==> src/rtl/acm_scrub_sequencer_pkg.sv <==
// Shared definitions for the register-file scrub (ACM) address sequencer.
// Latency: n/a (types and constants only).
// Backpressure: n/a.
package p_hardisc;

    // ACM operating modes, encoded exactly as driven on s_mode_i.
    typedef enum logic [1:0] {
        ACM_OFF    = 2'b00,
        ACM_LIN    = 2'b01,
        ACM_LINCHK = 2'b10,
        ACM_FRZ    = 2'b11
    } acm_mode_e;

endpackage

==> src/rtl/acm_scrub_sequencer_wrap_add.sv <==
// Modular adder over the scanned window FIRST..LAST: sum_o = wrap(a_i + b_i).
// Latency: combinational, zero cycles.
// Backpressure: none; pure function of its inputs.
//
// Ports:
//   a_i     in  AW    base address, assumed in FIRST..LAST
//   b_i     in  AW+1  offset, at most LAST-FIRST+1
//   sum_o   out AW    wrapped address, back inside FIRST..LAST
//   carry_o out 1     raw sum passed LAST (the window wrapped)
module acm_wrap_add #(
    parameter int AW    = 5,
    parameter int FIRST = 1,
    parameter int LAST  = 31
) (
    input  logic [AW-1:0] a_i,
    input  logic [AW:0]   b_i,
    output logic [AW-1:0] sum_o,
    output logic          carry_o
);

    localparam logic [AW:0] LAST_W  = (AW+1)'(LAST);
    localparam logic [AW:0] RANGE_W = (AW+1)'(LAST - FIRST + 1);

    logic [AW:0] raw;

    // One subtraction is enough: a_i <= LAST and b_i <= range keeps the
    // raw sum below LAST + range.
    always_comb begin
        raw     = {1'b0, a_i} + b_i;
        carry_o = (raw > LAST_W);
        sum_o   = carry_o ? AW'(raw - RANGE_W) : AW'(raw);
    end

endmodule

==> src/rtl/acm_scrub_sequencer.sv <==
// Hands consecutive scrub read addresses to unused register-file read ports, with one-shot re-check service.
// Latency: s_add_o/s_valid_o combinational from state, mode and s_free_i; status outputs registered.
// Backpressure: none; only ports flagged free are consumed, the pointer advances by the number consumed.
//
// Ports:
//   s_clk_i, s_reset_i              clock, synchronous active-high reset
//   s_mode_i                        00 off, 01 linear, 10 linear+recheck, 11 freeze
//   s_flush_i                       no ports consumed; nudges the pointer when nothing is free
//   s_free_i[NPORTS]                read ports the instruction entering OP leaves unused
//   s_recheck_req_i/s_recheck_add_i request a re-read of one register (mode 10)
//   s_add_o[NPORTS*AW]              scrub address per port, slot p at [p*AW +: AW]
//   s_valid_o[NPORTS]               slot p carries a scrub address
//   s_recheck_busy_o                a re-check is pending
//   s_sweep_done_o, s_sweep_cnt_o   wrap pulse and saturating sweep count
module acm_scrub_sequencer
    import p_hardisc::*;
#(
    parameter int NPORTS = 2,
    parameter int AW     = 5,
    parameter int FIRST  = 1,
    parameter int LAST   = 31
) (
    input  logic                 s_clk_i,
    input  logic                 s_reset_i,
    input  logic [1:0]           s_mode_i,
    input  logic                 s_flush_i,
    input  logic [NPORTS-1:0]    s_free_i,
    input  logic                 s_recheck_req_i,
    input  logic [AW-1:0]        s_recheck_add_i,
    output logic [NPORTS*AW-1:0] s_add_o,
    output logic [NPORTS-1:0]    s_valid_o,
    output logic                 s_recheck_busy_o,
    output logic                 s_sweep_done_o,
    output logic [15:0]          s_sweep_cnt_o
);

    acm_mode_e mode;
    assign mode = acm_mode_e'(s_mode_i);

    logic [AW-1:0] ptr_q, ptr_d;
    logic          pend_q, pend_d;
    logic [AW-1:0] pend_add_q, pend_add_d;
    logic          sweep_done_q, sweep_done_d;
    logic [15:0]   sweep_cnt_q, sweep_cnt_d;

    // Rank of each port among the free ones, and the free-port count k.
    logic [NPORTS-1:0][AW:0] port_rank;
    logic [AW:0]             k;

    always_comb begin
        logic [AW:0] rank;
        rank      = '0;
        port_rank = '0;
        for (int p = 0; p < NPORTS; p++) begin
            port_rank[p] = rank;
            if (s_free_i[p]) begin
                rank = rank + (AW+1)'(1);
            end
        end
        k = rank;
    end

    // The pending re-check takes the lowest free port.
    logic serve;
    assign serve = (mode == ACM_LINCHK) && pend_q && (k != '0);

    // Per-port offset from the pointer. When serving, the sequential
    // addresses start at the second free port, so the rank shifts down by one.
    logic [NPORTS-1:0][AW:0]   port_ofs;
    logic [NPORTS-1:0][AW-1:0] port_seq;
    logic [NPORTS-1:0]         port_carry_unused;

    always_comb begin
        port_ofs = '0;
        for (int p = 0; p < NPORTS; p++) begin
            if (mode == ACM_FRZ) begin
                port_ofs[p] = '0;
            end else if (serve) begin
                port_ofs[p] = (port_rank[p] == '0) ? '0 : port_rank[p] - (AW+1)'(1);
            end else begin
                port_ofs[p] = port_rank[p];
            end
        end
    end

    for (genvar gp = 0; gp < NPORTS; gp++) begin : g_port_add
        acm_wrap_add #(
            .AW    (AW),
            .FIRST (FIRST),
            .LAST  (LAST)
        ) u_port_add (
            .a_i     (ptr_q),
            .b_i     (port_ofs[gp]),
            .sum_o   (port_seq[gp]),
            .carry_o (port_carry_unused[gp])
        );
    end

    always_comb begin
        s_add_o   = '0;
        s_valid_o = '0;
        for (int p = 0; p < NPORTS; p++) begin
            if (s_free_i[p] && !s_reset_i && (mode != ACM_OFF)) begin
                s_valid_o[p] = 1'b1;
                if (serve && (port_rank[p] == '0)) begin
                    s_add_o[p*AW +: AW] = pend_add_q;
                end else begin
                    s_add_o[p*AW +: AW] = port_seq[p];
                end
            end
        end
    end

    // Pointer advance. Off and freeze hold; a flush with nothing free still
    // moves the pointer by one so the sweep keeps making progress.
    logic [AW:0]   adv;
    logic [AW-1:0] ptr_nxt;
    logic          ptr_carry;

    always_comb begin
        adv = '0;
        if ((mode == ACM_LIN) || (mode == ACM_LINCHK)) begin
            adv = serve ? k - (AW+1)'(1) : k;
            if ((k == '0) && s_flush_i) begin
                adv = (AW+1)'(1);
            end
        end
    end

    acm_wrap_add #(
        .AW    (AW),
        .FIRST (FIRST),
        .LAST  (LAST)
    ) u_ptr_add (
        .a_i     (ptr_q),
        .b_i     (adv),
        .sum_o   (ptr_nxt),
        .carry_o (ptr_carry)
    );

    always_comb begin
        ptr_d        = ptr_nxt;
        sweep_done_d = ptr_carry;
        sweep_cnt_d  = sweep_cnt_q;
        if (ptr_carry && (sweep_cnt_q != 16'hFFFF)) begin
            sweep_cnt_d = sweep_cnt_q + 16'd1;
        end

        pend_d     = pend_q;
        pend_add_d = pend_add_q;
        case (mode)
            ACM_OFF: begin
                pend_d = 1'b0;
            end
            ACM_LINCHK: begin
                if (serve) begin
                    pend_d = 1'b0;
                end
                // A new request is taken when nothing is pending or the
                // pending one leaves this cycle; otherwise it is dropped.
                if ((serve || !pend_q) && s_recheck_req_i) begin
                    pend_d     = 1'b1;
                    pend_add_d = s_recheck_add_i;
                end
            end
            default: begin
            end
        endcase
    end

    always_ff @(posedge s_clk_i) begin
        if (s_reset_i) begin
            ptr_q        <= AW'(FIRST);
            pend_q       <= 1'b0;
            pend_add_q   <= '0;
            sweep_done_q <= 1'b0;
            sweep_cnt_q  <= '0;
        end else begin
            ptr_q        <= ptr_d;
            pend_q       <= pend_d;
            pend_add_q   <= pend_add_d;
            sweep_done_q <= sweep_done_d;
            sweep_cnt_q  <= sweep_cnt_d;
        end
    end

    assign s_recheck_busy_o = pend_q;
    assign s_sweep_done_o   = sweep_done_q;
    assign s_sweep_cnt_o    = sweep_cnt_q;

endmodule
==> config.mk <==
export PLATFORM = sky130hd
export DESIGN_NAME = acm_scrub_sequencer
export DESIGN_NICKNAME = d
export VERILOG_FILES = /design/src/rtl/acm_scrub_sequencer_pkg.sv /design/src/rtl/acm_scrub_sequencer_wrap_add.sv /design/src/rtl/acm_scrub_sequencer.sv
export SDC_FILE = /design/constraint.sdc
export NUM_CORES = 1
export LEC_CHECK = 0
export CAP_MARGIN = 20
export CORE_MARGIN = 2
export CORE_UTILIZATION = 40
export DETAILED_ROUTE_END_ITERATION = 8
export GPL_TIMING_DRIVEN = 0
export PLACE_DENSITY = 0.71
export SLEW_MARGIN = 10
export SYNTH_ARGS = -nofsm -noshare
export SYNTH_HDL_FRONTEND = slang
export SYNTH_HIERARCHICAL = 1
export SYNTH_SLANG_ARGS = --single-unit
==> constraint.sdc <==
create_clock -name s_clk_i -period 5.64 [get_ports s_clk_i]
set_input_delay 1.128 -clock s_clk_i [delete_from_list [all_inputs] [get_ports s_clk_i]]
set_output_delay 1.128 -clock s_clk_i [all_outputs]
set_load 0.02 [all_outputs]
### Word-level counts from Yosys, hierarchy flattened

Cells that the tools add are included.

| operators by class | value |
|---|---|
| add/subtract/negate cells | 9 |
| magnitude comparators | 3 |
| equality and inequality tests | 5 |
| muxes and demuxes | 20 |
| reduce and logical (&&, ||, !) cells | 22 |

Operators by type and width:

| kind | count |
|---|---|
| 6-bit two-way mux | 7 |
| 5-bit two-way mux | 7 |
| 16-bit by 1-bit adder with 16-bit output (second input constant) | 1 |
| 16-bit != test (second input constant) | 1 |
| 5-bit subtractor (second input constant) | 3 |
| 5-bit by 6-bit adder with 6-bit output | 2 |
| 6-bit by 5-bit greater-than comparator with 1-bit output (second input constant) | 2 |
| 6-bit logical NOT | 2 |
| 1-bit logical AND | 10 |
| 6-bit by 1-bit adder with 6-bit output (second input constant) | 1 |
| 6-bit nonzero test | 1 |
| 6-bit by 1-bit subtractor with 6-bit output (second input constant) | 1 |
| 5-bit greater-than comparator (second input constant) | 1 |
| 1-bit two-way mux | 5 |
| 2-bit == test (second input constant) | 2 |
| 2-bit AND reduction | 2 |
| 2-bit nonzero test | 2 |
| 3-bit by 2-bit != test with 1-bit output (second input constant) | 1 |
| 2-bit by 1-bit == test with 1-bit output (second input constant) | 1 |
| 1-bit logical NOT | 2 |
| 2-bit logical NOT | 1 |
| 1-bit logical OR | 2 |
| 1-bit case mux with 2 select lines | 1 |
| 1-bit by 1-bit subtractor with 2-bit output (second input constant) | 1 |

| storage, ports and cells | value |
|---|---|
| bits in registers | 28 |
| input port bits | 13 |
| output and inout port bits | 30 |
| logic and storage cells | 64 |

### Longest topological paths before layout

| logic depth | value |
|---|---|
| depth after elaboration | 12 |
| mapped depth | 15 |
| gate-level depth less buffers | 14 |

### By module

The synthesis kept the hierarchy.

By module, submodules not included:

| module | instances | cells an instance | area each (µm²) | seq. area each (µm²) |
|---|---|---|---|---|
| acm_scrub_sequencer | 1 | 179 | 1531.5 | 560.5 |
| acm_wrap_add | 3 | 38 | 311.5 | 0.0 |

### Worst setup path before layout

No wires, ideal clock.

| path | value |
|---|---|
| kind | input to output |
| start point | input s_free_i[0] |
| end point | output s_add_o[9] |
| arrival | 3.818 ns |
| data required time | 4.512 ns |
| path slack | 0.694 ns |
| cell stages on the path | 13 |
| path buffers | 1 |
| path through | inv_1 -> ha_1 -> nand3b_1 -> buf_1 -> nor3b_1 -> ha_1 -> inv_1 -> fa_1 -> xnor2_1 -> nand4_2 -> xnor2_1 -> o21ai_0 -> a21oi_1 |

RTL lines:

| element | RTL line | text |
|---|---|---|
| start, declared | acm_scrub_sequencer.sv:27 | `input logic [NPORTS-1:0] s_free_i,` |
| end, declared | acm_scrub_sequencer.sv:30 | `output logic [NPORTS*AW-1:0] s_add_o,` |

==> results.sh <==
export IMPL_slew_headroom_pct=66.9
export IMPL_row_count=28
export IMPL_netlist_area_mm2=0.00247
export IMPL_post_route_cells_drive_above_1_share_pct=7.84
export IMPL_critPathMaxFanout=10
export IMPL_ir_worst_vdd_mv=0.180
export IMPL_synth_edf_count=0
export IMPL_clk_pin_slew_worst_paths_ns=0.09
export IMPL_final_cell_mix="36 x clkdlybuf4s50_1, 30 x nor2_1, 29 x conb_1, 28 x dfxtp_1, 25 x inv_1"
export IMPL_ys_warn_count=6
export IMPL_p_leak_nw=1.39
export IMPL_highest_layer="met4"
export IMPL_drt_iter0_markers=57
export IMPL_synthMuxAreaShare_pct=6.19
export IMPL_finalClockSkew_ns=0.0146
export IMPL_synth_cell_types=48
export IMPL_cts_buffers=3
export IMPL_routed_via_count=2300
export IMPL_hold_path_class="reg -> reg"
export IMPL_yosys_area_share_adder_pct=14.6
export IMPL_min_from="s_sweep_cnt_o[15]$_SDFFE_PP0P_"
export IMPL_hold_ws_ns=0.527
export IMPL_hold_viol=0
export IMPL_path_class="in -> out"
export IMPL_drt_total_wl_um=5640
export IMPL_grt_pass1_wl_um=9520
export IMPL_synth_area_per_cell_um2=8.42
export IMPL_critPathArrivalTime_ns=4.25
export IMPL_cts_tree="built"
export IMPL_wl_met3_um=221
export IMPL_start_util_pct=41.4
export IMPL_crit_required_ns=4.51
export IMPL_synthXorXnorAreaFrac_pct=7.46
export IMPL_maxCapViolations=0
export IMPL_critical_path_slowest_cell="or4b_4"
export IMPL_dp_hpwl_um=4470
export IMPL_grt_max_degree=17
export IMPL_n_antenna_cell=0
export IMPL_antenna_found_initial=0
export IMPL_dr_wl_met2_um=2790
export IMPL_area_growth_pct=29.2
export IMPL_slowest_delay_ns=0.53
export IMPL_cp_common_cell="ha_1"
export IMPL_grt_overflow=0
export IMPL_r2r_end="s_sweep_cnt_o[11]$_SDFFE_PP0P_"
export IMPL_drt_wirelength_per_cell_um=12.7
export IMPL_yosys_area_share_simple_pct=27.7
export IMPL_hold_end="s_sweep_cnt_o[15]$_SDFFE_PP0P_"
export IMPL_synth_seq_cells=28
export IMPL_insertion_delay_ns=0.28
export IMPL_fin_nets=411
export IMPL_slew_violations=0
export IMPL_wl_met1_um=2610
export IMPL_min_period_ns=5.37
export IMPL_viasPerCell=5.17
export IMPL_die_x_um=82.5
export IMPL_routabilityCongestion=0.837
export IMPL_fp_dieH_um=82.5
export IMPL_rsz0062_at_grt="no"
export IMPL_regToRegSetupSlack_ns=2.26
export IMPL_tightestPinTransition_ns=0.493
export IMPL_ys_seq_area_share_pct=22.7
export IMPL_final_common_cell="clkdlybuf4s50_1"
export IMPL_first_pass_iters=5
export IMPL_async_flop_share_pct=0
export IMPL_core_area_mm2=0.00596
export IMPL_clock_path_buffers=2
export IMPL_outcome="completed"
export IMPL_period_share_pct=95.3
export IMPL_io_pins=43
export IMPL_clock_sinks=28
export IMPL_reg2reg_from="s_recheck_busy_o$_SDFFE_PP0P_"
export IMPL_gr_usage_all_layers_pct=17.4
export IMPL_htreeDepth=1
export IMPL_finalSetupTns_ns=0
export IMPL_nFillCells=598
export IMPL_ant_nets=0
export IMPL_cp_start_kind="input port"
export IMPL_postCtsHoldBufs=0
export IMPL_synth_top_family_by_area="simple AND/OR/NAND/NOR gates"
export IMPL_root_buffer="clkbuf_8"
export IMPL_p_per_area_mw_per_mm2=352
export IMPL_synth_compound_area_share_pct=16.2
export IMPL_die_area_mm2=0.00681
export IMPL_setup_viol_count_final=0
export IMPL_postSynthCellCount=293
export IMPL_reg2regPathDepth=11
export IMPL_grt_pass1_vias=2154
export IMPL_drc=0
export IMPL_crit_path_cell_trace="clkdlybuf4s50_1, inv_1, ha_1, nand3b_1, buf_4, nor3b_2, ha_1, a211oi_2, or4b_4, o2111ai_4, nand4_1, xnor2_1, o21ai_1, a21oi_1, clkdlybuf4s15_1"
export IMPL_holdPathStages=2
export IMPL_crit_path_end_kind="output pin"
export IMPL_yosys_most_used_dff="dfxtp_1"
export IMPL_fmax_mhz=186
export IMPL_portBuffers=42
cells by family after synthesis:
kind of cell | count (synthesis)
adders and majority gates | 27
muxes | 15
DFF | 28
xor gates and xnor gates | 21
buffers and inverters | 31
and+or+nand+nor | 112
AOI/OAI and AO/OA | 58
other | 1
cells in the mapped netlist (4+ instances only):
cell       n  area share, %
o31ai_1    5            1.5
a21oi_1   22            4.5
inv_1     25            3.8
nand3_1    7            1.4
dfxtp_1   28             23
or4_1      5            1.5
clkbuf_1   4           0.61
ha_1      24             12
nor3_1     4           0.81
mux2i_1   13            5.3
nand4_1    7            1.8
nand2_1   21            3.2
o21ai_0    4           0.81
o21ai_1   11            2.2
nor2_1    30            4.6
xnor2_1   15            5.3
nor2b_1    8            2.0
xor2_1     6            2.1
per-layer routing:
layer | global-route usage, % | vias up
li1 | - | 1177
met1 | 22.3 | 1080
met2 | 31.9 | 41
met3 | 2.50 | 2
met4 | 1.80 | 0
met5 | 0 | -
per-stage QoR:
stage / instance area [µm²] / util (%) / power (mW) / std cells / setup WS (ns)
floorplan: 2570 / - / 0.788 / 321 / 0.694
global placement: 3090 / 51.8 / 0.923 / 438 / -0.748
detailed placement: 3090 / 51.8 / 0.937 / 438 / -0.757
CTS: 3170 / 53.2 / 1.10 / 443 / 0.0732
global route: 3190 / 53.5 / 1.23 / 445 / 0.00881
finish: 3190 / 53.5 / 1.12 / 445 / 0.267
worst max-delay path by stage:
| stage | startpoint | to | slack [ns] | cells after the start |
|---|---|---|---|---|
| floorplan | s_free_i[0] | s_add_o[9] | 0.69 | 13 |
| global placement | s_free_i[0] | s_add_o[9] | -0.75 | 15 |
| detailed placement | s_free_i[0] | s_add_o[9] | -0.76 | 15 |
| CTS | s_mode_i[0] | s_add_o[9] | 0.07 | 15 |
| global route | s_mode_i[0] | s_add_o[6] | 0.009 | 16 |
| finish | s_mode_i[0] | s_add_o[8] | 0.27 | 15 |
worst max-delay path: cells and delay by family:
kind / cells / cell delay [ns]
AO/OA/AOI/OAI: 4 / 0.48
adder cells (fa/ha/maj): 2 / 0.45
XOR/XNOR: 1 / 0.14
buffers and inverters: 4 / 1.07
AND/OR/NAND/NOR: 4 / 0.97
area by class of cell:
class	instances	area [µm²]	area share (%)
Timing Repair Buffer	45	429	13.5
Multi-Input combinational cell	262	1900	59.8
Tap cell	75	93.8	2.94
Inverter	25	93.8	2.94
Sequential cell	28	561	17.6
Clock buffer	3	41.3	1.30
Clock inverter	1	30.0	0.942
Buffer	6	33.8	1.06
flip-flops by register name, summed over array words and instances (netlist names):
register	cells
pend_add_q	5
ptr_q	5
s_recheck_busy_o	1
s_sweep_cnt_o	16
s_sweep_done_o	1
where the power goes:
group | internal [mW] | leakage, nW | switching [mW]
registers | 0.224 | 0.228 | 0.0295
logic | 0.338 | 1.13 | 0.372
clock network | 0.0950 | 0.0357 | 0.0644
what timing repair did:
item	in CTS	in global routing
pin swaps	0	1
hold endpoints to repair	0	0
endpoints found under the setup margin	5	4
setup buffers	1	2
gates resized for setup	9	7
(Power assumes the default switching activity.)
